$ cat src/rtl/pc_pkg.sv
// Shared definitions for the program-counter sequencer: default width,
// next-PC source encoding and a pointer-width helper.
package pc_pkg;

    localparam int PC_W_DEFAULT = 6;

    typedef enum logic [2:0] {
        SRC_SEQ  = 3'd0,
        SRC_BR   = 3'd1,
        SRC_JMP  = 3'd2,
        SRC_CALL = 3'd3,
        SRC_RET  = 3'd4
    } pc_src_e;

    function automatic int clog2(input int value);
        int bits;
        bits = 0;
        while ((1 << bits) < value) begin
            bits = bits + 1;
        end
        return bits;
    endfunction

endpackage

$ cat src/rtl/pc_sequencer_if.sv
// Request/response bundle between the decode/branch unit (master) and the
// program-counter sequencer (slave).
interface pc_sequencer_if #(
    parameter int PC_W = pc_pkg::PC_W_DEFAULT
);
    logic            pc_write;
    logic            branch_taken;
    logic [PC_W-1:0] branch_off;
    logic            jump;
    logic [PC_W-1:0] jump_target;
    logic            call;
    logic            ret;
    logic [PC_W-1:0] pc_out;
    logic [PC_W-1:0] pc_next;
    logic            ras_empty;
    logic            ras_full;
    logic            ras_ovf;
    logic            ras_unf;

    modport master (
        output pc_write, branch_taken, branch_off, jump, jump_target, call, ret,
        input  pc_out, pc_next, ras_empty, ras_full, ras_ovf, ras_unf
    );

    modport slave (
        input  pc_write, branch_taken, branch_off, jump, jump_target, call, ret,
        output pc_out, pc_next, ras_empty, ras_full, ras_ovf, ras_unf
    );
endinterface

$ cat src/rtl/pc_sequencer_ras_stack.sv
// Circular return-address stack: LIFO whose push on a full stack overwrites
// the oldest entry while the count saturates at DEPTH.
module ras_stack
    import pc_pkg::*;
#(
    parameter int DEPTH = 4,
    parameter int W     = PC_W_DEFAULT
) (
    input  logic         clck,
    input  logic         rst,
    input  logic         push,
    input  logic         pop,
    input  logic [W-1:0] din,
    output logic [W-1:0] dout,
    output logic         empty,
    output logic         full
);

    localparam int PTR_W = clog2(DEPTH);
    localparam int CNT_W = PTR_W + 1;

    logic [W-1:0]     mem_q [DEPTH];
    logic [PTR_W-1:0] top_q, top_d;
    logic [CNT_W-1:0] count_q, count_d;

    assign empty = (count_q == '0);
    assign full  = (count_q == CNT_W'(DEPTH));
    assign dout  = mem_q[top_q];

    // The pointer wraps naturally because DEPTH is a power of two, so a push
    // on a full stack lands on the oldest slot.
    always_comb begin
        top_d   = top_q;
        count_d = count_q;
        if (push) begin
            top_d = top_q + PTR_W'(1);
            if (!full) begin
                count_d = count_q + CNT_W'(1);
            end
        end else if (pop && !empty) begin
            top_d   = top_q - PTR_W'(1);
            count_d = count_q - CNT_W'(1);
        end
    end

    always_ff @(posedge clck or posedge rst) begin
        if (rst) begin
            top_q   <= '0;
            count_q <= '0;
        end else begin
            top_q   <= top_d;
            count_q <= count_d;
        end
    end

    always_ff @(posedge clck) begin
        if (push) begin
            mem_q[top_d] <= din;
        end
    end

endmodule

$ cat src/rtl/pc_sequencer.sv
// Fetch-stage program counter: priority selection among sequential, branch,
// jump, call and return sources, with a return-address stack and sticky errors.
module pc_sequencer
    import pc_pkg::*;
#(
    parameter int PC_W      = PC_W_DEFAULT,
    parameter int INC       = 1,
    parameter int RAS_DEPTH = 4,
    parameter int RESET_VEC = 0
) (
    input  logic           clck,
    input  logic           rst,
    pc_sequencer_if.slave  bus
);

    pc_src_e         src;
    logic [PC_W-1:0] pc_q, pc_d;
    logic [PC_W-1:0] seq_pc;
    logic [PC_W-1:0] pc_sel;
    logic [PC_W-1:0] ras_top;
    logic            ras_empty, ras_full;
    logic            ras_push, ras_pop;
    logic            ovf_q, ovf_d;
    logic            unf_q, unf_d;

    ras_stack #(
        .DEPTH (RAS_DEPTH),
        .W     (PC_W)
    ) u_ras (
        .clck  (clck),
        .rst   (rst),
        .push  (ras_push),
        .pop   (ras_pop),
        .din   (seq_pc),
        .dout  (ras_top),
        .empty (ras_empty),
        .full  (ras_full)
    );

    // A ret always shadows call/jump/branch, even when it falls through on an
    // empty stack, so a simultaneous call never pushes.
    always_comb begin
        src = SRC_SEQ;
        if (bus.ret) begin
            src = ras_empty ? SRC_SEQ : SRC_RET;
        end else if (bus.call) begin
            src = SRC_CALL;
        end else if (bus.jump) begin
            src = SRC_JMP;
        end else if (bus.branch_taken) begin
            src = SRC_BR;
        end
    end

    always_comb begin
        seq_pc = pc_q + PC_W'(INC);
        case (src)
            SRC_RET:          pc_sel = ras_top;
            SRC_CALL, SRC_JMP: pc_sel = bus.jump_target;
            SRC_BR:           pc_sel = pc_q + bus.branch_off;
            default:          pc_sel = seq_pc;
        endcase
    end

    always_comb begin
        pc_d     = bus.pc_write ? pc_sel : pc_q;
        ras_push = bus.pc_write && (src == SRC_CALL);
        ras_pop  = bus.pc_write && (src == SRC_RET);
        ovf_d    = ovf_q | (ras_push & ras_full);
        unf_d    = unf_q | (bus.pc_write & bus.ret & ras_empty);
    end

    always_ff @(posedge clck or posedge rst) begin
        if (rst) begin
            pc_q  <= PC_W'(RESET_VEC);
            ovf_q <= 1'b0;
            unf_q <= 1'b0;
        end else begin
            pc_q  <= pc_d;
            ovf_q <= ovf_d;
            unf_q <= unf_d;
        end
    end

    assign bus.pc_out    = pc_q;
    assign bus.pc_next   = pc_sel;
    assign bus.ras_empty = ras_empty;
    assign bus.ras_full  = ras_full;
    assign bus.ras_ovf   = ovf_q;
    assign bus.ras_unf   = unf_q;

endmodule

$ cat src/flat_wrapper.sv
// flat-port wrapper written by rule: the top's interface ports become plain ports
module pc_sequencer_flat import pc_pkg::*;
#(
    parameter int PC_W      = PC_W_DEFAULT,
    parameter int INC       = 1,
    parameter int RAS_DEPTH = 4,
    parameter int RESET_VEC = 0
)
  (clck, rst, bus_pc_write, bus_branch_taken, bus_branch_off, bus_jump, bus_jump_target, bus_call, bus_ret, bus_pc_out, bus_pc_next, bus_ras_empty, bus_ras_full, bus_ras_ovf, bus_ras_unf);
  pc_sequencer_if #(.PC_W(PC_W)) bus_i ();
  input  logic clck;
  input  logic rst;
  input wire logic [$bits(bus_i.pc_write)-1:0] bus_pc_write;
  input wire logic [$bits(bus_i.branch_taken)-1:0] bus_branch_taken;
  input wire logic [$bits(bus_i.branch_off)-1:0] bus_branch_off;
  input wire logic [$bits(bus_i.jump)-1:0] bus_jump;
  input wire logic [$bits(bus_i.jump_target)-1:0] bus_jump_target;
  input wire logic [$bits(bus_i.call)-1:0] bus_call;
  input wire logic [$bits(bus_i.ret)-1:0] bus_ret;
  output wire logic [$bits(bus_i.pc_out)-1:0] bus_pc_out;
  output wire logic [$bits(bus_i.pc_next)-1:0] bus_pc_next;
  output wire logic [$bits(bus_i.ras_empty)-1:0] bus_ras_empty;
  output wire logic [$bits(bus_i.ras_full)-1:0] bus_ras_full;
  output wire logic [$bits(bus_i.ras_ovf)-1:0] bus_ras_ovf;
  output wire logic [$bits(bus_i.ras_unf)-1:0] bus_ras_unf;
  assign bus_i.pc_write = bus_pc_write;
  assign bus_i.branch_taken = bus_branch_taken;
  assign bus_i.branch_off = bus_branch_off;
  assign bus_i.jump = bus_jump;
  assign bus_i.jump_target = bus_jump_target;
  assign bus_i.call = bus_call;
  assign bus_i.ret = bus_ret;
  assign bus_pc_out = bus_i.pc_out;
  assign bus_pc_next = bus_i.pc_next;
  assign bus_ras_empty = bus_i.ras_empty;
  assign bus_ras_full = bus_i.ras_full;
  assign bus_ras_ovf = bus_i.ras_ovf;
  assign bus_ras_unf = bus_i.ras_unf;
  pc_sequencer #(.PC_W(PC_W), .INC(INC), .RAS_DEPTH(RAS_DEPTH), .RESET_VEC(RESET_VEC)) u_core (.clck(clck), .rst(rst), .bus(bus_i));
endmodule
$ cat config.mk
export PLATFORM = sky130hd
export DESIGN_NAME = pc_sequencer_flat
export DESIGN_NICKNAME = d
export VERILOG_FILES = /design/src/rtl/pc_pkg.sv /design/src/rtl/pc_sequencer_if.sv /design/src/rtl/pc_sequencer_ras_stack.sv /design/src/rtl/pc_sequencer.sv /design/src/flat_wrapper.sv
export SDC_FILE = /design/constraint.sdc
export NUM_CORES = 1
export LEC_CHECK = 0
export ABC_AREA = 1
export BUFFER_PORTS_ARGS = -buffer_cell sky130_fd_sc_hd__buf_2
export CAP_MARGIN = 20
export CORE_UTILIZATION = 40
export CTS_CLUSTER_SIZE = 10
export DETAILED_ROUTE_END_ITERATION = 8
export PLACE_DENSITY = 0.7
export SYNTH_ARGS = -nofsm -noshare
export SYNTH_HDL_FRONTEND = slang
export SYNTH_HIERARCHICAL = 1
export SYNTH_SLANG_ARGS = --single-unit
$ cat constraint.sdc
create_clock -name clck -period 2.2 [get_ports clck]
set_clock_uncertainty 0.1 [all_clocks]
set_input_delay 0.11 -clock clck [delete_from_list [all_inputs] [get_ports clck]]
set_output_delay 0.11 -clock clck [all_outputs]
set_load 0.05 [all_outputs]
Word-level counts from Yosys, hierarchy flattened
Memory sizes are Yosys's and may differ from the RTL's. Cells that the tools add are included.

Bits in registers: 13. Bits in writable memories: 24. Input port bits: 19. Output and inout bits: 16. Word-level logic and storage cells: 44. Memories: 1.

Add/sub/neg operators: 6. Eq/ne operators: 6. Muxes and demuxes: 13. Bitwise logic cells: 5. Reduce and logical (&&, ||, !) cells: 8.

Memory list: u_core.u_ras.mem_q (words 4, width 6, read ports 1, clocked after Yosys merged registers in 0, write ports 1, RTL line pc_sequencer_ras_stack.sv:22) `logic [W-1:0] mem_q [DEPTH];`.

Operators with widths (number): two-way mux 3 bit (7); one-hot mux 6 bit (3 select lines) (1); adder 6 x 1 -> 6 bit (second input constant) (1); adder 6 bit (1); == test 3 x 2 -> 1 bit (second input constant) (2); == test 3 bit (second input constant) (2); two-way mux 2 bit (2); adder 3 x 1 -> 3 bit (second input constant) (1); AND 1 bit (3); == test 3 x 1 -> 1 bit (second input constant) (1); logical AND 1 bit (3); logical NOT 3 bit (1); two-way mux 1 bit (3); subtractor 3 x 1 -> 3 bit (second input constant) (1); adder 2 x 1 -> 2 bit (second input constant) (1); inequality test 2 bit (second input constant) (1); OR 1 bit (2); AND reduction 2 bit (1); nonzero test 2 bit (1); OR reduction 2 bit (1); subtractor 2 x 1 -> 2 bit (second input constant) (1); logical NOT 1 bit (1).

Longest topological paths before layout
Depth after elaboration: 9. Mapped depth: 13. Gate-level depth less buffers: 13.

By module
Netlist, hierarchy kept.

Modules (own cells, without submodules): ras_stack (instances 1, cells each 107, area an instance 1216.2 µm²); pc_sequencer (instances 1, cells each 133, area an instance 854.6 µm²).

Least setup slack after synthesis
No wires, ideal clock.

Kind: reg-to-output. From: reg u_core.pc_q[0], in the netlist u_core/bus.pc_out[0]. To: out bus_pc_next[4]. Arrival: 2098 ps. Required time: 1990 ps. Slack: -108 ps. Stages on the path, launching flop included: 9. Path buffers: 0. Cell sequence: dfrtp_1 > ha_1 > fa_1 > nand3_1 > nand2_1 > or2_2 > nand3_1 > nand2_1 > and2_1.

Word-level cells in the longest chain between the ends: 2.

RTL lines: start, declared (RTL line pc_sequencer.sv:17) `logic [PC_W-1:0] pc_q, pc_d;`; start signal, assigned (RTL line pc_sequencer.sv:75) `pc_q <= PC_W'(RESET_VEC);`; start signal, assigned (RTL line pc_sequencer.sv:79) `pc_q <= pc_d;`; adder 6 x 1 -> 6 bit / adder 6 bit (equally long branches) (RTL line pc_sequencer.sv:56, pc_sequencer.sv:60); one-hot mux 6 bit (3 select lines) * (RTL line pc_sequencer.sv:57) `case (src)`; end, declared (RTL line flat_wrapper.sv:21) `output wire logic [$bits(bus_i.pc_next)-1:0] bus_pc_next;`.

Every way passes the cells marked *; elsewhere a longest branch is shown, timed or not.

Final worst setup path
Same ends and word-level chain as after synthesis.

==> impl_metrics.tcl <==
set metrics [dict create \
    status "completed" \
    worstPathArrival_ns 1.96 \
    cp_top_family "simple AND/OR/NAND/NOR gates" \
    worst_pin_slew_ns 0.3729 \
    insertion_delay_ns 0.28 \
    n_antenna_cell 0 \
    drv_slew 0 \
    cts_tree "done" \
    clk_pin_slew_ns 0.07 \
    stdcell_area_mm2 0.002683 \
    drv_cap 0 \
    gp_congestion 0.8355 \
    avgSynthCellArea_um2 8.628 \
    antenna_left 0 \
    finalCriticalPeriod_ns 2.170 \
    cts_max_level 2 \
    fin_cells 368 \
    yosys.area_share.xor_xnor 0.02115 \
    layout_common_cells "80 x nand2_1, 30 x buf_2, 24 x edfxtp_1" \
    dieArea_mm2 0.005469 \
    dr.first_iter.drc_count 143 \
    layout_commonest_cell "nand2_1" \
    finalCritPeriodShare 0.9864 \
    gr-usage-all-layers 0.1945 \
    drc 0 \
    rr_endpoint "u_core/bus.pc_out[4]$_DFFE_PP0P_" \
    syn-num-nets 267 \
    filler_cell_count 428 \
    finalSetupViolCount 0 \
    ioPinCount 35 \
    die_w_um 73.95 \
    max_slew_margin 0.7505 \
    netlist_instances 240 \
    overflow 0 \
    grt_start_max_net_pins 13 \
    cp.required_ns 1.99 \
    nets 327 \
    synth-simple-area-share 0.3082 \
    wl_um 4987 \
    seq_area_frac_synth 0.5051 \
    dpl_cell_area_mm2 0.002396 \
    r2r_start "u_core/bus.pc_out[0]$_DFFE_PP0P_" \
    die_y_um 73.95 \
    final-hold-violation-count 0 \
    routedWlPerCell_um 13.55 \
    synth_compound_area_frac 0.05498 \
    place_hpwl_um 3648 \
    critPathLaunchType "flip-flop" \
    synthMuxAreaShare 0 \
    synth_top_family_by_area "simple AND/OR/NAND/NOR gates" \
    fin_hold_ws_ns 0.06018 \
    critPathCapture "bus_pc_next[4]" \
    dr.pass1.iters 4 \
    synth-seq-cells 37 \
    port_buffers 34 \
    synthToLayoutAreaGrowth_pct 29.55 \
    ys_warn_count 6 \
    p_leak_nw 1.274 \
    vias_per_cell 4.951 \
    cpPeakStageDelay_ns 0.42 \
    first_global_vias 1660 \
    vias 1822 \
    antenna_found_initial 0 \
    hp-class "in2reg" \
    core-area_mm2 0.004848 \
    num_rows 25 \
    synthAdderAreaFrac 0.05559 \
    rsz0062_at_grt "yes" \
    vdd_drop_max_v 0.0007460 \
    critical_path_buf_inv_count 1 \
    place_ws_ns 0.1165 \
    cp_num_cells 9 \
    fmax_mhz 460.8 \
    startpoint "u_core/bus.pc_out[0]$_DFFE_PP0P_" \
    regToRegSetupSlack_ns 0.28 \
    worstPathCellList "ha_4 > fa_2 > nand3_2 > nand2_2 > or2_4 > nand3_2 > nand2_2 > and2_4 > buf_8" \
    clk_path_buf_depth 2 \
    crit_slowest_cell "dfrtp_2" \
    cp_max_fo 2 \
    grt_pass1_wl_um 7755 \
    drive_above_1_share 0.3355 \
    cts.sinks 37 \
    worstSetupPathType "reg2out" \
    root_buffer "clkbuf_8" \
    syn_area_mm2 0.002071 \
    worst_slack_ns 0.03003 \
    reg2reg_depth 10 \
    initial_utilization 0.4271 \
    endpoint_kind "primary output" \
    synth.distinct_cells 28 \
    dp_cells 350 \
    cts_buffers 5 \
    power_per_cell_area_mw_per_mm2 1420 \
]
-- registers in the layout, summed over array words and instances, names as in the netlist --
signal	count
u_core/u_ras/mem_q	24
u_core/bus.pc_out	6
u_core/u_ras/count_q	3
u_core/u_ras/top_q	2
u_core/bus.ras_ovf	1
u_core/bus.ras_unf	1
-- worst min path at each step --
stage / start / to / slack (ns) / cells past startpoint
after floorplan: rst / u_core/u_ras/count_q[0]$_DFFE_PP0P_ / -0.21 / 1
after global placement: rst / u_core/u_ras/count_q[2]$_DFFE_PP0P_ / -0.07 / 2
after detailed placement: rst / u_core/u_ras/count_q[2]$_DFFE_PP0P_ / -0.06 / 2
after CTS: bus_ret / u_core/bus.ras_unf$_DFF_PP0_ / 0.04 / 2
after global routing: bus_ret / u_core/bus.ras_unf$_DFF_PP0_ / 0.06 / 2
final: bus_ret / u_core/bus.ras_unf$_DFF_PP0_ / 0.06 / 2
-- power by group --
group | switching [W] | leakage [nW] | internal [W]
clock network | 0.000230 | 0.0552 | 0.000336
logic | 0.00138 | 0.852 | 0.000770
registers | 0.000126 | 0.366 | 0.000962
-- worst reg2reg max path: cells and delay by family (launching register included) --
kind | cells | cell delay (ns)
simple gates | 7 | 0.64
fa+ha+maj | 2 | 0.52
buf+inv | 1 | 0.13
flops | 1 | 0.42
-- cell type report --
type	count	area (um^2)	area share
clock inverters	2	35.03	0.01306
flip-flops and latches	37	1050	0.3913
repair buffers	54	355.3	0.1325
inverters	29	111.4	0.04151
clock buffers	6	72.57	0.02705
well taps	67	83.83	0.03125
multi-input cells	173	974.7	0.3633
-- per-layer routing --
metal / global-route usage / wire (um) / up-vias
met5: 0 / 0 / -
met4: 0.05128 / 33 / 0
met3: 0.03523 / 260 / 4
met2: 0.3232 / 2456 / 52
met1: 0.2632 / 2238 / 859
li1: - / - / 907
-- Yosys cell counts --
cell type,count,share of area
a21o_1,1,0.0036
a21oi_1,6,0.015
a22oi_1,6,0.022
a31o_2,1,0.0042
a31oi_1,2,0.0060
and2_1,3,0.0091
buf_2,1,0.0024
dfrtp_1,13,0.16
edfxtp_1,24,0.35
fa_1,2,0.019
ha_1,6,0.036
inv_1,22,0.040
inv_2,7,0.013
nand2_1,84,0.15
nand2_2,5,0.015
nand3_1,20,0.048
nand3_2,2,0.0097
nand3b_1,2,0.0072
nand4_1,1,0.0030
nor2_1,12,0.022
nor2_2,5,0.015
nor2_4,1,0.0054
nor3_1,3,0.0072
nor3_2,1,0.0048
o21ai_1,2,0.0048
or2_0,2,0.0060
or2_2,1,0.0030
xor2_1,5,0.021
-- repair_timing --
item / in CTS / in global routing
hold buffers: 1 / 0
endpoints found under the hold margin: 13 / 0
pin swaps: 5 / 4
setup buffers: 4 / 5
setup endpoints to repair: 6 / 6
gates resized for setup: 18 / 12
-- metrics by stage --
| step | total power [W] | utilization | setup TNS, ns |
|---|---|---|---|
| floorplan | 0.002448 | - | 0 |
| global placement | 0.002917 | 0.4942 | 0 |
| detailed placement | 0.002953 | 0.4942 | 0 |
| CTS | 0.003678 | 0.5370 | -0.03058 |
| global route | 0.004052 | 0.5533 | -0.08343 |
| finish | 0.003808 | 0.5533 | 0 |
-- logic make-up (layout without fill, tap and decap cells) --
logic type | Yosys count | count (layout)
buffers and inverters | 30 | 91
adders and majority gates | 8 | 8
DFF | 37 | 37
xor gates and xnor gates | 5 | 5
AOI/OAI and AO/OA | 18 | 18
and+or+nand+nor | 142 | 142
Power figures use the tool's default switching activity.
